`src/rtl/rv32ima_pkg.sv`:
```
// rv32ima_pkg: shared types for the memory path of the rv32ima core.
//   mem_width_t  - access width carried alongside every memory request
//   ram_state_t  - status reported by the RAM each cycle
//   arb_state_t  - mem_arbiter FSM states
package rv32ima_pkg;

  typedef enum logic [1:0] {
    MEM_BYTE = 2'd0,
    MEM_HALF = 2'd1,
    MEM_WORD = 2'd2
  } mem_width_t;

  typedef enum logic [1:0] {
    RAM_FREE = 2'd0,
    RAM_BUSY = 2'd1,
    RAM_DATA = 2'd2
  } ram_state_t;

  typedef enum logic {
    ARB_IDLE = 1'b0,
    ARB_BUSY = 1'b1
  } arb_state_t;

endpackage

```
`src/rtl/mem_arbiter_rr_pick.sv`:
```
// rr_pick: combinational round-robin selector.
//   req   - request vector, one bit per channel
//   ptr   - channel with highest priority this cycle
//   valid - at least one request is set
//   idx   - first requesting channel found scanning upward from ptr,
//           wrapping from NUM_REQ-1 to 0
module rr_pick #(
  parameter int unsigned NUM_REQ = 2,
  parameter int unsigned IDX_W   = 1
) (
  input  logic [NUM_REQ-1:0] req,
  input  logic [IDX_W-1:0]   ptr,
  output logic               valid,
  output logic [IDX_W-1:0]   idx
);

  logic [IDX_W:0]   sum;
  logic [IDX_W-1:0] cand;

  always_comb begin
    valid = 1'b0;
    idx   = '0;
    sum   = '0;
    cand  = '0;
    for (int unsigned i = 0; i < NUM_REQ; i++) begin
      // ptr and i are both below NUM_REQ, so one subtraction wraps the sum.
      sum = {1'b0, ptr} + (IDX_W + 1)'(i);
      if (sum >= (IDX_W + 1)'(NUM_REQ)) begin
        sum = sum - (IDX_W + 1)'(NUM_REQ);
      end
      cand = sum[IDX_W-1:0];
      if (!valid && req[cand]) begin
        valid = 1'b1;
        idx   = cand;
      end
    end
  end

endmodule

```
`src/rtl/mem_arbiter.sv`:
```
// mem_arbiter: round-robin arbiter sharing one RAM port among NUM_REQ
// requesters (channel 0 = dmem, 1 = imem in the default core).
//   clk, nrst          - clock, asynchronous active-low reset
//   req_ren/req_wen    - per-channel read / write request (both = write)
//   req_addr/req_store/req_width - per-channel request payload
//   req_load           - per-channel load data, non-zero only on a read hit
//   req_hit / req_err  - one-cycle completion / timeout-abort pulse
//   ram_*              - shared RAM port; ram_state==RAM_DATA ends an access
module mem_arbiter
  import rv32ima_pkg::*;
#(
  parameter int unsigned NUM_REQ = 2,
  parameter int unsigned ADDR_W  = 32,
  parameter int unsigned DATA_W  = 32,
  parameter int unsigned TIMEOUT = 255
) (
  input  logic                            clk,
  input  logic                            nrst,
  input  logic       [NUM_REQ-1:0]              req_ren,
  input  logic       [NUM_REQ-1:0]              req_wen,
  input  logic       [NUM_REQ-1:0][ADDR_W-1:0]  req_addr,
  input  logic       [NUM_REQ-1:0][DATA_W-1:0]  req_store,
  input  mem_width_t [NUM_REQ-1:0]              req_width,
  output logic       [NUM_REQ-1:0][DATA_W-1:0]  req_load,
  output logic       [NUM_REQ-1:0]              req_hit,
  output logic       [NUM_REQ-1:0]              req_err,
  output logic       [ADDR_W-1:0]               ram_addr,
  output logic       [DATA_W-1:0]               ram_store,
  output mem_width_t                            ram_width,
  output logic                                  ram_ren,
  output logic                                  ram_wen,
  input  logic       [DATA_W-1:0]               ram_load,
  input  ram_state_t                            ram_state
);

  localparam int unsigned IDX_W = (NUM_REQ > 1) ? $clog2(NUM_REQ) : 1;
  localparam int unsigned CNT_W = (TIMEOUT < 2) ? 1 : $clog2(TIMEOUT + 1);
  localparam logic [CNT_W-1:0] CNT_LAST = CNT_W'((TIMEOUT == 0) ? 0 : TIMEOUT - 1);
  localparam logic [IDX_W-1:0] IDX_LAST = IDX_W'(NUM_REQ - 1);

  arb_state_t        state_q, state_d;
  logic [IDX_W-1:0]  rr_ptr_q;
  logic [IDX_W-1:0]  grant_q;
  logic              op_write_q;
  logic [ADDR_W-1:0] addr_q;
  logic [DATA_W-1:0] store_q;
  mem_width_t        width_q;
  logic [CNT_W-1:0]  cnt_q;

  logic [NUM_REQ-1:0] eligible;
  logic               pick_valid;
  logic [IDX_W-1:0]   pick_idx;
  logic               is_busy;
  logic               done_hit;
  logic               done_err;
  logic               done;
  logic [IDX_W-1:0]   grant_next;

  assign eligible = req_ren | req_wen;

  rr_pick #(
    .NUM_REQ (NUM_REQ),
    .IDX_W   (IDX_W)
  ) u_rr_pick (
    .req   (eligible),
    .ptr   (rr_ptr_q),
    .valid (pick_valid),
    .idx   (pick_idx)
  );

  assign is_busy  = (state_q == ARB_BUSY);
  assign done_hit = is_busy && (ram_state == RAM_DATA);
  // RAM_DATA wins over a timeout landing in the same cycle.
  assign done_err = is_busy && (ram_state != RAM_DATA) &&
                    (TIMEOUT != 0) && (cnt_q == CNT_LAST);
  assign done     = done_hit || done_err;
  assign grant_next = (grant_q == IDX_LAST) ? '0 : grant_q + IDX_W'(1);

  // State register
  always_ff @(posedge clk or negedge nrst) begin
    if (!nrst) begin
      state_q <= ARB_IDLE;
    end else begin
      state_q <= state_d;
    end
  end

  // Next-state logic
  always_comb begin
    state_d = state_q;
    unique case (state_q)
      ARB_IDLE: if (pick_valid) state_d = ARB_BUSY;
      ARB_BUSY: if (done)       state_d = ARB_IDLE;
      default:                  state_d = ARB_IDLE;
    endcase
  end

  // Request latch, timeout counter and round-robin pointer
  always_ff @(posedge clk or negedge nrst) begin
    if (!nrst) begin
      rr_ptr_q   <= '0;
      grant_q    <= '0;
      op_write_q <= 1'b0;
      addr_q     <= '0;
      store_q    <= '0;
      width_q    <= MEM_BYTE;
      cnt_q      <= '0;
    end else if (state_q == ARB_IDLE) begin
      if (pick_valid) begin
        grant_q    <= pick_idx;
        op_write_q <= req_wen[pick_idx];
        addr_q     <= req_addr[pick_idx];
        store_q    <= req_store[pick_idx];
        width_q    <= req_width[pick_idx];
        cnt_q      <= '0;
      end
    end else begin
      cnt_q <= cnt_q + CNT_W'(1);
      if (done) begin
        rr_ptr_q <= grant_next;
      end
    end
  end

  // Outputs: everything is zero outside BUSY, so reset drops the RAM
  // enables immediately through the asynchronous state reset.
  always_comb begin
    req_load  = '0;
    req_hit   = '0;
    req_err   = '0;
    ram_addr  = '0;
    ram_store = '0;
    ram_width = MEM_BYTE;
    ram_ren   = 1'b0;
    ram_wen   = 1'b0;
    if (is_busy) begin
      ram_addr  = addr_q;
      ram_store = store_q;
      ram_width = width_q;
      if (done_hit) begin
        req_hit[grant_q] = 1'b1;
        if (!op_write_q) begin
          req_load[grant_q] = ram_load;
        end
      end else if (done_err) begin
        req_err[grant_q] = 1'b1;
      end else begin
        ram_wen = op_write_q;
        ram_ren = !op_write_q;
      end
    end
  end

endmodule
```
`config.mk`:
```
export PLATFORM = sky130hd
export DESIGN_NAME = mem_arbiter
export DESIGN_NICKNAME = d
export VERILOG_FILES = /design/src/rtl/rv32ima_pkg.sv /design/src/rtl/mem_arbiter_rr_pick.sv /design/src/rtl/mem_arbiter.sv
export SDC_FILE = /design/constraint.sdc
export NUM_CORES = 1
export LEC_CHECK = 0
export CORE_AREA = 2 2 118 120
export DETAILED_ROUTE_END_ITERATION = 16
export DIE_AREA = 0 0 120 122
export GPL_TIMING_DRIVEN = 0
export PLACE_DENSITY = 0.78
export SLEW_MARGIN = 40
export SYNTH_ARGS = -nofsm -noshare
export SYNTH_HDL_FRONTEND = slang
export SYNTH_SLANG_ARGS = --single-unit
```
`constraint.sdc`:
```
create_clock -name clk -period 3.56 [get_ports clk]
set_clock_uncertainty 0.1 [all_clocks]
set_input_delay 0.712 -clock clk [delete_from_list [all_inputs] [get_ports clk]]
set_output_delay 0.712 -clock clk [all_outputs]
set_load 0.05 [all_outputs]
```
==> results.py <==
metrics = {
    "sta": {
        "setup_ws_ps": 110,
        "max_slew_margin": 0.605,
        "fmax_mhz": 290,
        "fin_crit_ps": 3450,
        "setup_viol": 0,
        "tightest_slew_ps": 592,
        "fin_crit_sh": 0.969,
        "tns_ps": 0,
        "final_hold_viol_count": 0,
        "drv_slew": 0,
        "rsz0062_at_grt": "no",
    },
    "global_routing": {
        "grt_use_total": 0.233,
        "grt_pass1_wl_mm": 26.7,
        "antenna_found_initial": 0,
        "grt_max_degree": 41,
        "grt_pass1_vias": 5229,
        "overflow": 0,
    },
    "critical_path": {
        "cp-start-kind": "input port",
        "cp_max_fo": 10,
        "critical_path.cell_chain": "clkdlybuf4s50_1 > nor2b_1 > clkbuf_2 > nand3_1 > clkbuf_1 > nor2_1 > dlygate4sd2_1",
        "crit_required_ps": 2750,
        "worst-setup-path-type": "input port to output port",
        "cp_slowest_cell": "dlygate4sd2_1",
        "worst-path-buf-inv": 4,
        "worst_ep_arrival_time_ps": 2640,
        "max_stage_delay_ps": 530,
        "critical-path-top-delay-family": "buffers and inverters",
        "end_kind": "output port",
    },
    "finish": {
        "synthToLayoutAreaGrowth_pct": 78.3,
        "layout-drive-gt1-share": 0.102,
        "fin_util": 0.599,
        "final_cell_mix": "236 x clkdlybuf4s50_1, 134 x a21oi_1, 132 x nor2_1, 78 x dfrtp_1, 71 x nand2_1",
        "final_nets": 1102,
        "num_antenna_cells": 0,
        "mostFrequentLayoutCell": "clkdlybuf4s50_1",
    },
    "worst_hold_path": {
        "min_path_type": "input port to asynchronous set/reset pin",
    },
    "floorplan": {
        "die_x_um": 120,
        "dieHeight_um": 122,
        "ioPinCount": 308,
        "num_rows": 43,
        "start_util": 0.336,
        "core_um2": 13500,
        "dieArea_um2": 14600,
    },
    "power_and_ir_drop": {
        "swShare": 0.436,
        "irDropWorstVdd_uv": 340,
        "power_mw": 4.33,
        "seqPwrFrac": 0.287,
        "p_clk_frac": 0.195,
        "power_frac_comb": 0.519,
        "power.switching_mw": 1.89,
        "power_density_nw_per_um2": 535,
        "internal-power_mw": 2.44,
        "leakage_nw": 3.31,
    },
    "synth": {
        "syn_avg_cell_area_um2": 7.45,
        "ys_ff_latch": 78,
        "synth_cells": 609,
        "yosysWarnings": 0,
        "synth_area_leaders": "dfrtp_1 43%, a21oi_1 15%, nor2_1 11%, and2_1 9.4%, nand2_1 5.9%",
        "yosys.cell_types.count": 33,
        "yosys.area.top_type_share": 0.430,
        "syn-num-nets": 783,
        "synth_area_um2": 4540,
        "yosysSeqAreaShare": 0.430,
        "yosysTopAreaCell": "dfrtp_1",
    },
    "clocking": {
        "postCtsHoldBufs": 0,
        "cts_buffers": 9,
        "cts_tree": "built",
        "cts.sinks": 78,
        "path_clk_slew_ps": 60,
        "clk_latency_ps": 330,
        "clk_path_buf_depth": 2,
        "root_buffer": "clkbuf_16",
        "htree_levels": 3,
    },
    "routing": {
        "drt-pass1-iter-count": 5,
        "drtIter0Drc": 172,
        "wl_mm": 17.3,
        "vias_per_cell": 4.75,
        "drc": 0,
        "ant_nets": 0,
        "vias": 5282,
        "wl_per_cell_um": 15.6,
    },
    "status": {
        "status": "complete, no violations",
    },
    "placement": {
        "pre_cts_ws_ps": -526,
        "io_buffers": 307,
        "gp_congestion": 0.814,
        "hpwl_mm": 13.4,
    },
    "run": {
        "maxCapViolCount": 0,
    },
}
worst reg2reg max path, stage by stage, from the launching register on:
cell	delay (ps)
dfrtp_1	350
buf_2	160
nor2_1	420
buf_2	350
buf_2	280
nor2_1	70
a21oi_1	130
power groups by stage:
stage,registers [mW],clock network (mW),logic (mW)
2_1_floorplan,1.22,0,1.46
3_3_place_gp,1.25,0,2.26
3_5_place_dp,1.26,0,2.27
4_1_cts,1.24,0.864,2.27
5_1_grt,1.27,0.900,2.40
6_report,1.24,0.844,2.25
state kept, by name (all words and copies together), names as in the netlist:
name and cells:
addr_q 32, cnt_q 8, grant_q 1, is_busy 1, op_write_q 1, rr_ptr_q 1
store_q 32, width_q 2
stage by stage:
step	cell area, um^2	cells	hold WS, ps
floorplan	4540	609	316
global placement	7840	1096	363
detailed placement	7860	1097	367
CTS	8150	1112	190
global route	8090	1112	205
finish	8090	1112	171
area by class of cell:
class	instances	area, um^2
plain buffers	48	233
clock buffers	11	243
clock inverters	4	23.8
fillers	1230	5410
inverters	5	18.8
multi-input cells	478	2340
flip-flops and latches	78	1950
well taps	180	225
repair buffers	308	3060
logic make-up (layout without fill, tap and decap cells):
group | count (synthesis) | in the layout | share of synthesized area
adder cells (fa/ha/maj) | 2 | 2 | 0.00551
AO/OA/AOI/OAI | 145 | 145 | 0.163
XOR/XNOR | 1 | 1 | 0.00193
buffers and inverters | 53 | 376 | 0.0546
multiplexers | 2 | 2 | 0.00469
flip-flops | 78 | 78 | 0.430
AND/OR/NAND/NOR | 328 | 328 | 0.341
routing by layer:
metal  vias up  GRT usage  share of wire
met1      2428      0.259           0.38
li1       2607          -              -
met3        24     0.0721          0.093
met4         0     0.0735          0.020
met5         -          0              0
met2       223      0.426           0.51
final timing paths:
kind	start	to	slack, ps	depth (start not counted)
max	ram_state[1]	req_load[48]	110	7
min	nrst	addr_q[20]	170	1
max reg2reg	is_busy	addr_q[3]	1630	6
min reg2reg	cnt_q[7]	cnt_q[7]	380	1
max in group asynchronous	nrst	width_q[0]	2640	2
min in group clk	cnt_q[7]	cnt_q[7]	380	1
Yosys cell counts, drive strengths merged:
| library cell | n |
|---|---|
| mux2i | 1 |
| o21ai | 6 |
| o31ai | 1 |
| nand2 | 72 |
| nand3 | 5 |
| o32ai | 1 |
| nor4b | 1 |
| inv | 5 |
| a31oi | 1 |
| nor2b | 3 |
| dfrtp | 78 |
| nand4 | 4 |
| o21bai | 1 |
| nor2 | 132 |
| mux2 | 1 |
| ha | 2 |
| o211ai | 1 |
| buf | 19 |
| or2 | 4 |
| a21oi | 134 |
| nor4 | 3 |
| nand3b | 1 |
| and2 | 68 |
| nor3 | 1 |
| clkbuf | 29 |
| xor2 | 1 |
| nand2b | 33 |
| and3 | 1 |
timing repair:
action	CTS	global route
buffers inserted	0	0
cloned	0	0
resized for setup	166	21
setup endpoints to repair	68	60
pin swaps	0	1
Power figures use the tool's default switching activity.
